### config.mk
export PLATFORM = sky130hd
export DESIGN_NAME = ttt_game_engine
export DESIGN_NICKNAME = d
export VERILOG_FILES = /design/src/rtl/ttt_game_engine.sv
export SDC_FILE = /design/constraint.sdc
export NUM_CORES = 1
export LEC_CHECK = 0
export BUFFER_PORTS_ARGS = -buffer_cell sky130_fd_sc_hd__buf_2
export CELL_PAD_IN_SITES_DETAIL_PLACEMENT = 0
export CELL_PAD_IN_SITES_GLOBAL_PLACEMENT = 2
export CORE_UTILIZATION = 32
export DETAILED_ROUTE_END_ITERATION = 12
export PLACE_DENSITY_LB_ADDON = 0.1
export SLEW_MARGIN = 20
export SYNTH_ARGS = -nofsm -noshare
export SYNTH_HDL_FRONTEND = slang
export SYNTH_SLANG_ARGS = --single-unit
export TNS_END_PERCENT = 20
### constraint.sdc
create_clock -name clk -period 2.38 [get_ports clk]
set_clock_uncertainty 0.15 [all_clocks]
set_input_delay 0.238 -clock clk [delete_from_list [all_inputs] [get_ports clk]]
set_output_delay 0.238 -clock clk [all_outputs]
set_load 0.02 [all_outputs]
### src/rtl/ttt_game_engine.sv
`default_nettype none
// +--------------------------------------------------------------------------+
// | ttt_game_engine                                                          |
// | N x N two-player board engine: move validation, commit, K-in-a-row win   |
// | and draw detection, turn tracking and optional per-turn timeout.         |
// | Revision: 1.0                                                            |
// +--------------------------------------------------------------------------+
module ttt_game_engine #(
  parameter int N       = 3,
  parameter int K       = 3,
  parameter int TIMEOUT = 0,
  parameter int IW      = $clog2(N*N)
) (
  input  logic            clk,
  input  logic            rst_n,
  input  logic            new_game,
  input  logic            move_valid,
  input  logic [IW-1:0]   move_idx,
  output logic            move_ready,
  output logic            move_ack,
  output logic            move_err,
  output logic [2:0]      err_code,
  output logic [1:0]      turn,
  output logic [1:0]      state,
  output logic [N*N-1:0]  board_a,
  output logic [N*N-1:0]  board_b,
  output logic            timeout
);

  localparam int C  = N * N;
  localparam int TW = (TIMEOUT > 1) ? $clog2(TIMEOUT) : 1;

  localparam logic [TW-1:0] c_tlast = TW'((TIMEOUT > 0) ? (TIMEOUT - 1) : 0);
  localparam logic [IW:0]   c_cells = (IW+1)'(C);

  localparam logic [1:0] c_wait = 2'd0;
  localparam logic [1:0] c_eval = 2'd1;
  localparam logic [1:0] c_over = 2'd2;

  localparam logic [1:0] c_pa = 2'b01;
  localparam logic [1:0] c_pb = 2'b10;

  localparam logic [1:0] c_play = 2'b00;
  localparam logic [1:0] c_awin = 2'b01;
  localparam logic [1:0] c_bwin = 2'b10;
  localparam logic [1:0] c_draw = 2'b11;

  localparam logic [2:0] c_err_none  = 3'd0;
  localparam logic [2:0] c_err_range = 3'd1;
  localparam logic [2:0] c_err_occ   = 3'd2;
  localparam logic [2:0] c_err_over  = 3'd3;

  logic [1:0]    r_fsm;
  logic [1:0]    w_fsm_nxt;
  logic [C-1:0]  r_board_a;
  logic [C-1:0]  r_board_b;
  logic [1:0]    r_turn;
  logic [1:0]    r_state;
  logic [2:0]    r_err_code;
  logic          r_ack;
  logic          r_err;
  logic          r_timeout;
  logic [TW-1:0] r_timer;

  logic [C-1:0]   w_onehot;
  logic [C-1:0]   w_both;
  logic [C-1:0]   w_mover;
  logic           w_range_err;
  logic           w_occ;
  logic           w_legal;
  logic           w_win;
  logic           w_full;
  logic [4*C-1:0] w_hit;

  // Cell mask of the K-long window starting at (r0,c0) stepping (dr,dc).
  function automatic logic [C-1:0] f_mask(input int r0, input int c0,
                                          input int dr, input int dc);
    logic [C-1:0] m;
    m = '0;
    for (int i = 0; i < K; i++) begin
      m[(r0 + i*dr)*N + (c0 + i*dc)] = 1'b1;
    end
    return m;
  endfunction

  assign w_onehot    = {{(C-1){1'b0}}, 1'b1} << move_idx;
  assign w_both      = r_board_a | r_board_b;
  assign w_range_err = ({1'b0, move_idx} >= c_cells);
  assign w_occ       = |(w_onehot & w_both);
  assign w_legal     = !w_range_err && !w_occ;
  assign w_mover     = (r_turn == c_pa) ? r_board_a : r_board_b;
  assign w_full      = &w_both;
  assign w_win       = |w_hit;

  // One window per (start cell, direction); starts whose window leaves the board never hit.
  for (genvar d = 0; d < 4; d++) begin : g_dir
    localparam int c_dr = (d == 0) ? 0 : 1;
    localparam int c_dc = (d == 1) ? 0 : ((d == 3) ? -1 : 1);
    for (genvar r = 0; r < N; r++) begin : g_row
      for (genvar c = 0; c < N; c++) begin : g_col
        localparam int c_re = r + (K-1)*c_dr;
        localparam int c_ce = c + (K-1)*c_dc;
        if ((c_re < N) && (c_ce >= 0) && (c_ce < N)) begin : g_fit
          localparam logic [C-1:0] c_mask = f_mask(r, c, c_dr, c_dc);
          assign w_hit[d*C + r*N + c] = ((w_mover & c_mask) == c_mask);
        end else begin : g_nofit
          assign w_hit[d*C + r*N + c] = 1'b0;
        end
      end
    end
  end

  always_ff @(posedge clk or negedge rst_n) begin
    if (!rst_n) begin
      r_fsm <= c_wait;
    end else begin
      r_fsm <= w_fsm_nxt;
    end
  end

  always_comb begin
    w_fsm_nxt = r_fsm;
    if (new_game) begin
      w_fsm_nxt = c_wait;
    end else begin
      case (r_fsm)
        c_wait:  if (move_valid && w_legal) w_fsm_nxt = c_eval;
        c_eval:  w_fsm_nxt = (w_win || w_full) ? c_over : c_wait;
        c_over:  w_fsm_nxt = c_over;
        default: w_fsm_nxt = c_wait;
      endcase
    end
  end

  // The only busy cycle is the one carrying the ack, while the new board is evaluated.
  always_comb begin
    move_ready = 1'b1;
    if (r_fsm == c_eval) move_ready = 1'b0;
  end

  // A legal move is committed on its accepting edge, so ack and board land together.
  always_ff @(posedge clk or negedge rst_n) begin
    if (!rst_n) begin
      r_board_a  <= '0;
      r_board_b  <= '0;
      r_turn     <= c_pa;
      r_state    <= c_play;
      r_err_code <= c_err_none;
      r_ack      <= 1'b0;
      r_err      <= 1'b0;
      r_timeout  <= 1'b0;
      r_timer    <= '0;
    end else begin
      r_ack     <= 1'b0;
      r_err     <= 1'b0;
      r_timeout <= 1'b0;
      if (new_game) begin
        r_board_a  <= '0;
        r_board_b  <= '0;
        r_turn     <= c_pa;
        r_state    <= c_play;
        r_err_code <= c_err_none;
        r_timer    <= '0;
      end else begin
        case (r_fsm)
          c_wait: begin
            if (move_valid) begin
              if (w_range_err) begin
                r_err      <= 1'b1;
                r_err_code <= c_err_range;
              end else if (w_occ) begin
                r_err      <= 1'b1;
                r_err_code <= c_err_occ;
              end else begin
                r_ack      <= 1'b1;
                r_err_code <= c_err_none;
                if (r_turn == c_pa) r_board_a <= r_board_a | w_onehot;
                else                r_board_b <= r_board_b | w_onehot;
              end
              // A handshake on the last tick pre-empts the timeout; hold the count there.
              if ((TIMEOUT != 0) && (r_timer != c_tlast)) r_timer <= r_timer + TW'(1);
            end else if (TIMEOUT != 0) begin
              if (r_timer == c_tlast) begin
                r_timeout <= 1'b1;
                r_turn    <= ~r_turn;
                r_timer   <= '0;
              end else begin
                r_timer <= r_timer + TW'(1);
              end
            end
          end
          c_eval: begin
            if (w_win) begin
              r_state <= (r_turn == c_pa) ? c_awin : c_bwin;
            end else if (w_full) begin
              r_state <= c_draw;
            end else begin
              r_turn  <= ~r_turn;
              r_timer <= '0;
            end
          end
          c_over: begin
            if (move_valid) begin
              r_err      <= 1'b1;
              r_err_code <= c_err_over;
            end
          end
          default: ;
        endcase
      end
    end
  end

  assign move_ack = r_ack;
  assign move_err = r_err;
  assign err_code = r_err_code;
  assign turn     = r_turn;
  assign state    = r_state;
  assign board_a  = r_board_a;
  assign board_b  = r_board_b;
  assign timeout  = r_timeout;

endmodule
`default_nettype wire

==> flow_summary.toml, run 1 <==
[outcome]
outcome = "finished clean"

[logic_synthesis]
yosysWarnings = 0
synth-seq-cells = 28
synth.area.top_cells = "dfrtp_1 (43%), nor2_1 (6.1%), a31oi_1 (3.5%)"
synthDistinctLibCells = 46
ys_top_cells_by_count = "dfrtp_1 (27), nor2_1 (26), a31oi_1 (9), clkbuf_1 (8), inv_1 (8)"
synth_edf_count = 0
synthArstFlopShare = 1.00
syn_inst = 166
syn_avg_cell_area_um2 = 9.57
yosysTopAreaCell = "dfrtp_1"
synth-seq-area-share = 0.442
yosysTopAreaCellShare = 0.425
synth_flop_cell = "dfrtp_1"
yosysMostFrequentCell = "dfrtp_1"
netlist_area_mm2 = 0.00159

[cts]
cts_max_level = 1
cts-resized-gates = 0
clk_pin_slew_ps = 100
root_buffer = "clkbuf_8"
cts_tree = "done"
cts.path.max_buffers = 2
cts_setup_buffers = 0
cts_sinks = 28
insertion_delay_ps = 280
cts_hold_buf = 1
numCtsBuffers = 3

[route]
wire_per_inst_um = 18.3
first_iter_violations = 130
final_antenna_net_count = 0
remaining_drc_errors = 0
wirelength_mm = 4.99
avgViaCountPerCell = 5.55
dr.pass1.iters = 4
vias = 1514

[place]
portBuffers = 34
placed_area_mm2 = 0.00188
routabilityCongestion = 0.846
dpl.hpwl_mm = 3.61

[pwr]
p_leak_uw = 0.000878
p_per_area_mw_per_mm2 = 499
ir_drop_uv = 221

[setup_path]
setup.worst_path.end_class = "flip-flop"
worstPathArrival_ps = 2290
rr_worst_depth = 5
crit_family = "compound AO/OA/AOI/OAI gates"
worst-path-max-fanout = 6
required_ps = 2440
cp_num_cells = 5
cp_slowest_stage_delay_ps = 470
startpoint_type = "flip-flop"
worst-path-buf-inv = 0
cp_slowest_cell = "dfrtp_1"
cp_cell_sequence = "a22o_1 -> a2111oi_4 -> o2111ai_2 -> o31ai_1 -> or3b_1"
path_class = "flip-flop to flip-flop"
cp-startpoint = "board_a[7]"
timing.rr.start = "board_a[7]"

[sta]
worstMarginPinSlew_ps = 654
fin_setup_tns_ps = 0
finalHoldViolations = 0
period_share = 0.936
rsz0062_at_grt = "false"
fmax_mhz = 449
slew_headroom = 0.564
finalCriticalPeriod_ps = 2230
finalSetupViolCount = 0
slew_viol_final = 0

[floorplan]
dieArea_mm2 = 0.00525
ios = 37
core-area_mm2 = 0.00475
fp.dieW_um = 72.5
rows = 25
start_util = 0.334
dieHeight_um = 72.5

[finish]
fill_cells = 503
diodes = 0
fin_nets = 215
area_growth_pct = 22.1
final-seq-area_um2 = 702
multiInputGateArea_um2 = 800
drive_gt1_frac = 0.286
post-route-util = 0.408
fin_area_mm2 = 0.00194

[global_route]
grt_max_degree = 30
grt_pass1_vias = 1467
antenna_found_initial = 0
grt_pass1_wl_mm = 8.01
grt_use_total = 0.206
top_usage_layer = "met2"
use_met2 = 0.322
met1_usage = 0.290
use_met3 = 0.0250
overflow = 0

[flow_run]
cap_viol_max_count = 0

[hold_path]
hp-class = "primary input to flip-flop"
min_from = "move_idx[2]"
hold_depth = 2
state kept, by name, indices dropped and copies added, names as in the netlist:
register	cells
move_ack	1
err_code	2
board_a	9
r_fsm	2
state	2
move_err	1
turn	2
board_b	9
layout by cell type (no fill, tap or decap), drive strengths merged, types with 2 or more instances in the layout:
| cell | n |
|---|---|
| a2111oi | 3 |
| a211oi | 2 |
| a21oi | 4 |
| a221oi | 2 |
| a22o | 4 |
| a22oi | 2 |
| a31oi | 9 |
| a41oi | 6 |
| and3 | 5 |
| buf | 46 |
| clkbuf | 4 |
| conb | 2 |
| dfrtp | 27 |
| inv | 8 |
| nand2 | 3 |
| nand2b | 5 |
| nand3 | 4 |
| nor2 | 26 |
| nor2b | 5 |
| nor3 | 7 |
| nor3b | 2 |
| o21bai | 2 |
| o22ai | 6 |
| o311ai | 2 |
| o31ai | 2 |
| o32ai | 2 |
| or4 | 2 |
layout make-up:
cell class,count,share of cell area
Multi-Input combinational cell,119,0.412
Sequential cell,28,0.362
Timing Repair Buffer,47,0.139
Tap cell,67,0.0432
Clock buffer,4,0.0284
Inverter,8,0.0155
worst paths after layout:
check | endpoint | slack [ps]
min in group asynchronous | turn[1] | 360
worst max register to register | turn[0] | 150
worst max-delay path | turn[0] | 150
worst min register to register | state[1] | 400
worst min-delay path | board_a[2] | 180
max in group asynchronous | move_err | 1290
stage by stage:
| stage | setup slack (ps) | std cells | hold slack (ps) | total power [uW] |
|---|---|---|---|---|
| finish | 152 | 273 | 185 | 968 |
| global route | 49.0 | 273 | 202 | 1010 |
| floorplan | 276 | 167 | -208 | 608 |
| global placement | 198 | 268 | 151 | 672 |
| detailed placement | 177 | 268 | 158 | 671 |
| CTS | 176 | 273 | 186 | 978 |
power by group:
group	switching, uW	internal (uW)
registers	10.7	487
logic	109	57.2
clock network	156	149
total	276	693
cell families after synthesis:
logic type      after synthesis  share of synthesized area
simple gates                 65                      0.218
compound gates               52                      0.280
flops                        28                      0.442
buf+inv                      20                     0.0575
other cells                   1                    0.00236
layer usage:
metal,routed length (um),vias up
met1,2240,738
met3,257,7
met2,2410,59
met5,0,-
li1,-,710
met4,93,0
worst register-to-register path: stages (launching register included):
cell and delay (ps):
dfrtp_1 470, a22o_1 300, a2111oi_4 380, o2111ai_2 240
o31ai_1 260, or3b_1 370
No activity file was read; power rests on OpenSTA's default activity.
==> run 2, diff against run 1 <==
Settings changed: BUFFER_PORTS_ARGS -buffer_cell sky130_fd_sc_hd__buf_2 to default, CORE_UTILIZATION 32 to 38, DONT_BUFFER_PORTS from default to 1.
==> run 2 against run 1 <==
Against the previous run:
- final area decreased by 2.8%
- combinational power decreased by 16%
- worst setup slack improved by 30 ps
- register-to-register slack improved by 30 ps
- non-clock buffer count decreased by 21
- routed wire length decreased by 5.4%
- power increased by 7.1%
- global-route usage increased by 3.1 points
- final cell count decreased by 14%
- sequential power increased by 2%
- count of clock-buffer cells in the layout decreased by 1
- largest cell class unchanged
- largest power group unchanged
==> flow_summary.toml, run 2 (synthesis gave the netlist of run 1 again) <==
[finish]
fill_cells = 384
final-seq-area_um2 = 702
post-route-util = 0.471
final_common_cell = "dfrtp_1"
fin_nets = 194
area_growth_pct = 18.7
mostFrequentLayoutCells = "dfrtp_1 (27), nor2_1 (26), buf_4 (21)"
fin_area_mm2 = 0.00189
drive_gt1_frac = 0.195
diodes = 0
multiInputGateArea_um2 = 802

[floorplan]
dieArea_mm2 = 0.00444
dieHeight_um = 66.7
start_util = 0.397
fp.dieW_um = 66.7
rows = 23
ios = 37
core-area_mm2 = 0.00400

[setup_path]
path_class = "flip-flop to flip-flop"
worstPathArrival_ps = 2250
timing.rr.start = "board_a[8]"
startpoint_type = "flip-flop"
worst-path-max-fanout = 6
setup.worst_path.end_class = "flip-flop"
rr_worst_depth = 6
r2r_slack_ps = 180
required_ps = 2440
crit_path_end = "turn[1]"
cp-startpoint = "board_a[8]"
regToRegEndpoint = "turn[1]"

[cts]
clk_pin_slew_ps = 100
cts_tree = "done"
cts_setup_buffers = 0
cts_max_level = 1
insertion_delay_ps = 290
numCtsBuffers = 3
cts_sinks = 28
cts.path.max_buffers = 2
root_buffer = "clkbuf_8"

[route]
vias = 1402
remaining_drc_errors = 0
first_iter_violations = 59
wire_per_inst_um = 20.1
wirelength_mm = 4.72
dr.pass1.iters = 4
final_antenna_net_count = 0
avgViaCountPerCell = 5.97

[pwr]
p_per_area_mw_per_mm2 = 550
p_leak_uw = 0.000791
ir_drop_uv = 230

[place]
portBuffers = 0
dpl.hpwl_mm = 3.32
placed_area_mm2 = 0.00175
routabilityCongestion = 0.878

[sta]
worstMarginPinSlew_ps = 1010
fin_setup_tns_ps = 0
finalSetupViolCount = 0
slew_viol_final = 0
finalHoldViolations = 0
finalCriticalPeriod_ps = 2200
slew_headroom = 0.327
rsz0062_at_grt = "false"
fmax_mhz = 455
period_share = 0.924

[outcome]
outcome = "finished clean"

[global_route]
overflow = 0
grt_pass1_wl_mm = 7.63
grt_use_total = 0.236
grt_pass1_vias = 1448
antenna_found_initial = 0
grt_max_degree = 29

[hold_path]
hp-class = "primary input to flip-flop"

[flow_run]
cap_viol_max_count = 0
==> run 2: cell types whose count changed in the layout (fill, tap and decap cells not counted) <==
cell and change:
nor2b_2 +1, nor2b_1 -1, clkbuf_8 -1, buf_4 +9
buf_12 +1, buf_2 -34, dlygate4sd3_1 +3, bufinv_16 +1
==> run 2: how the worst min path moves through the flow <==
stage	start	end	slack, ps	cells past startpoint
after floorplan	rst_n	board_a[0]	-210	0
after global placement	rst_n	turn[1]	-210	0
after detailed placement	rst_n	turn[1]	-210	0
after CTS	move_idx[3]	board_a[8]	10	2
after global routing	move_idx[3]	board_a[8]	20	2
final	move_idx[3]	board_a[8]	20	2
==> run 2: power by group <==
part | internal [uW] | total, uW | switching, uW
combinational | 52.6 | 139 | 86.8
sequential | 487 | 505 | 18.6
clock | 226 | 392 | 167
==> run 2: repair_timing <==
| action | 4_1_cts | 5_1_grt |
|---|---|---|
| hold buffers | 5 | 0 |
| setup endpoints to repair | 0 | 1 |
| endpoints found under the hold margin | 56 | 0 |
| resized for setup | 0 | 1 |
==> run 2: metal layers <==
layer	track usage	routed length [um]	share of wire	vias up
met1	0.303	2100	0.45	687
met5	0	0	0	-
met4	0.109	114	0.024	0
met3	0.0411	210	0.044	10
met2	0.383	2290	0.49	38
li1	-	-	-	667
==> run 2: worst max-delay path, stage by stage (launching register included) <==
cell and delay, ps:
dfrtp_1 450, buf_4 190, and3_1 200, a2111oi_4 300, o2111ai_2 240, or4_1 440, a21oi_1 150
==> run 2: per-stage QoR <==
| step | instances | power [uW] | hold WS (ps) | setup slack [ps] |
|---|---|---|---|---|
| after global placement | 226 | 626 | -207 | 260 |
| after global routing | 235 | 1070 | 20.2 | 43.9 |
| final | 235 | 1040 | 15.9 | 182 |
| after detailed placement | 226 | 626 | -207 | 205 |
| after CTS | 235 | 1050 | 14.9 | 166 |
| after floorplan | 167 | 608 | -208 | 276 |
==> run 2: cell type report <==
class / count / area share
Clock buffer: 3 / 0.0219
Inverter: 8 / 0.0159
Clock inverter: 1 / 0.0159
Sequential cell: 28 / 0.372
Multi-Input combinational cell: 119 / 0.425
Tap cell: 50 / 0.0332
Timing Repair Buffer: 26 / 0.115
==> run 3, diff against run 2 <==
Settings changed: CTS_CLUSTER_DIAMETER from default to 30, HOLD_SLACK_MARGIN from default to 0.05.
==> run 3 against run 2 <==
Against the previous run:
- routed wire length fell by 0.36%
- flip-flop and latch count stayed put
- highest routed layer unchanged
- clock power hardly changed
- register-to-register slack about the same
- critical endpoint unchanged
- final cell count unchanged
- fmax is 0.37% lower
- combinational power about the same
- count of clock-buffer cells in the layout unchanged
- utilization stayed put
- sequential power is essentially flat
- largest cell class unchanged
==> flow_summary.toml, run 3 (synthesis gave the netlist of run 1 again) <==
[sta]
finalHoldViolations = 0
slew_viol_final = 0
finalSetupViolCount = 0
fmax_mhz = 453
slew_headroom = 0.326
fin_setup_tns_ps = 0
worstMarginPinSlew_ps = 1010
rsz0062_at_grt = "false"
period_share = 0.927
finalCriticalPeriod_ps = 2210

[cts]
cts_setup_buffers = 0
numCtsBuffers = 3
cts_tree = "done"
root_buffer = "clkbuf_8"
cts_max_level = 1
insertion_delay_ps = 290
cts.path.max_buffers = 2
clk_pin_slew_ps = 100
cts_sinks = 28

[finish]
mostFrequentLayoutCells = "dfrtp_1 (27), nor2_1 (26), buf_4 (21)"
area_growth_pct = 18.7
diodes = 0
drive_gt1_frac = 0.195
fill_cells = 384
fin_nets = 194
final_common_cell = "dfrtp_1"

[pwr]
p_sw_uw = 271
power_uw = 1040
sw_frac_of_total = 0.261
clockPowerShare = 0.378
seq_power_share = 0.488
p_int_uw = 765
ir_drop_uv = 228
combPwrFrac = 0.135
p_per_area_mw_per_mm2 = 550
p_leak_uw = 0.000791

[setup_path]
worst-path-buf-inv = 0
path_class = "flip-flop to flip-flop"
required_ps = 2430
crit_family = "compound AO/OA/AOI/OAI gates"
rr_worst_depth = 5
setup.worst_path.end_class = "flip-flop"
cp_slowest_stage_delay_ps = 480
worstPathArrival_ps = 2260
regToRegEndpoint = "turn[1]"
cp_slowest_cell = "dfrtp_1"
cp_cell_sequence = "a22o_1 -> a2111oi_4 -> o2111ai_2 -> or4_1 -> a21oi_1"
r2r_slack_ps = 170
startpoint_type = "flip-flop"
timing.rr.start = "board_a[7]"
worst-path-max-fanout = 6

[place]
dpl.hpwl_mm = 3.32
routabilityCongestion = 0.878
portBuffers = 0

[outcome]
outcome = "finished clean"

[route]
vias = 1414
first_iter_violations = 56
dr.pass1.iters = 4
final_antenna_net_count = 0
remaining_drc_errors = 0
wirelength_mm = 4.70
avgViaCountPerCell = 6.02
wire_per_inst_um = 20.0

[floorplan]
core-area_mm2 = 0.00400
fp.dieW_um = 66.7
rows = 23
dieArea_mm2 = 0.00444
dieHeight_um = 66.7
ios = 37
start_util = 0.397

[flow_run]
cap_viol_max_count = 0

[hold_path]
hp-class = "primary input to flip-flop"
min_from = "move_idx[3]"
min_to = "move_ack"
hold_depth = 3

[global_route]
antenna_found_initial = 0
grt_use_total = 0.236
grt_max_degree = 29
grt_pass1_vias = 1450
overflow = 0
grt_pass1_wl_mm = 7.61
-- run 3: layer usage --
metal  routed length, um  vias to the layer above  GRT usage  share of wire
li1                    -                      665          -              -
met1                2090                      703      0.301           0.44
met2                2300                       36      0.383           0.49
met3                 199                       10     0.0411          0.042
met4                 111                        0      0.109          0.024
met5                   0                        -          0              0
-- run 3: per-stage QoR --
step	setup WS, ps	hold slack (ps)	area [um^2]	utilization	cells
after global routing	43.9	82.1	1890	0.471	235
final	174	66.0	1890	0.471	235
after detailed placement	205	-207	1750	0.438	226
after floorplan	276	-208	1590	-	167
after global placement	260	-207	1750	0.438	226
after CTS	166	51.4	1880	0.471	235
-- run 3: worst max-delay path by stage --
stage / startpoint / end / slack [ps] / cells past startpoint
after floorplan: turn[0] / turn[0] / 280 / 6
final: board_a[7] / turn[1] / 170 / 5
after detailed placement: turn[0] / state[1] / 210 / 6
after global routing: board_b[1] / turn[1] / 40 / 5
after global placement: turn[0] / state[0] / 260 / 6
after CTS: turn[0] / state[1] / 170 / 6
-- run 3: what timing repair did --
action / CTS / global route
hold endpoints to repair: 56 / 0
gates resized for setup: 0 / 1
setup endpoints to repair: 0 / 1
hold buffers: 5 / 0
-- run 3: layout make-up --
type / instances / area [um^2] / area share
clock buffers: 3 / 41.3 / 0.0219
flip-flops and latches: 28 / 702 / 0.372
clock inverters: 1 / 30.0 / 0.0159
well taps: 50 / 62.6 / 0.0332
multi-input cells: 119 / 802 / 0.425
repair buffers: 26 / 218 / 0.115
inverters: 8 / 30.0 / 0.0159
-- run 3: power by group through the flow --
stage | Combinational [uW] | Sequential, uW | Clock (uW)
after floorplan | 91.9 | 517 | 0
after global placement | 111 | 514 | 0
after detailed placement | 111 | 515 | 0
after CTS | 140 | 505 | 400
after global routing | 154 | 507 | 412
final | 140 | 505 | 391
-- run 3: worst reg2reg max path, cell delays in order, from the launching register on --
cell	delay, ps
dfrtp_1	480
a22o_1	300
a2111oi_4	370
o2111ai_2	240
or4_1	440
a21oi_1	150
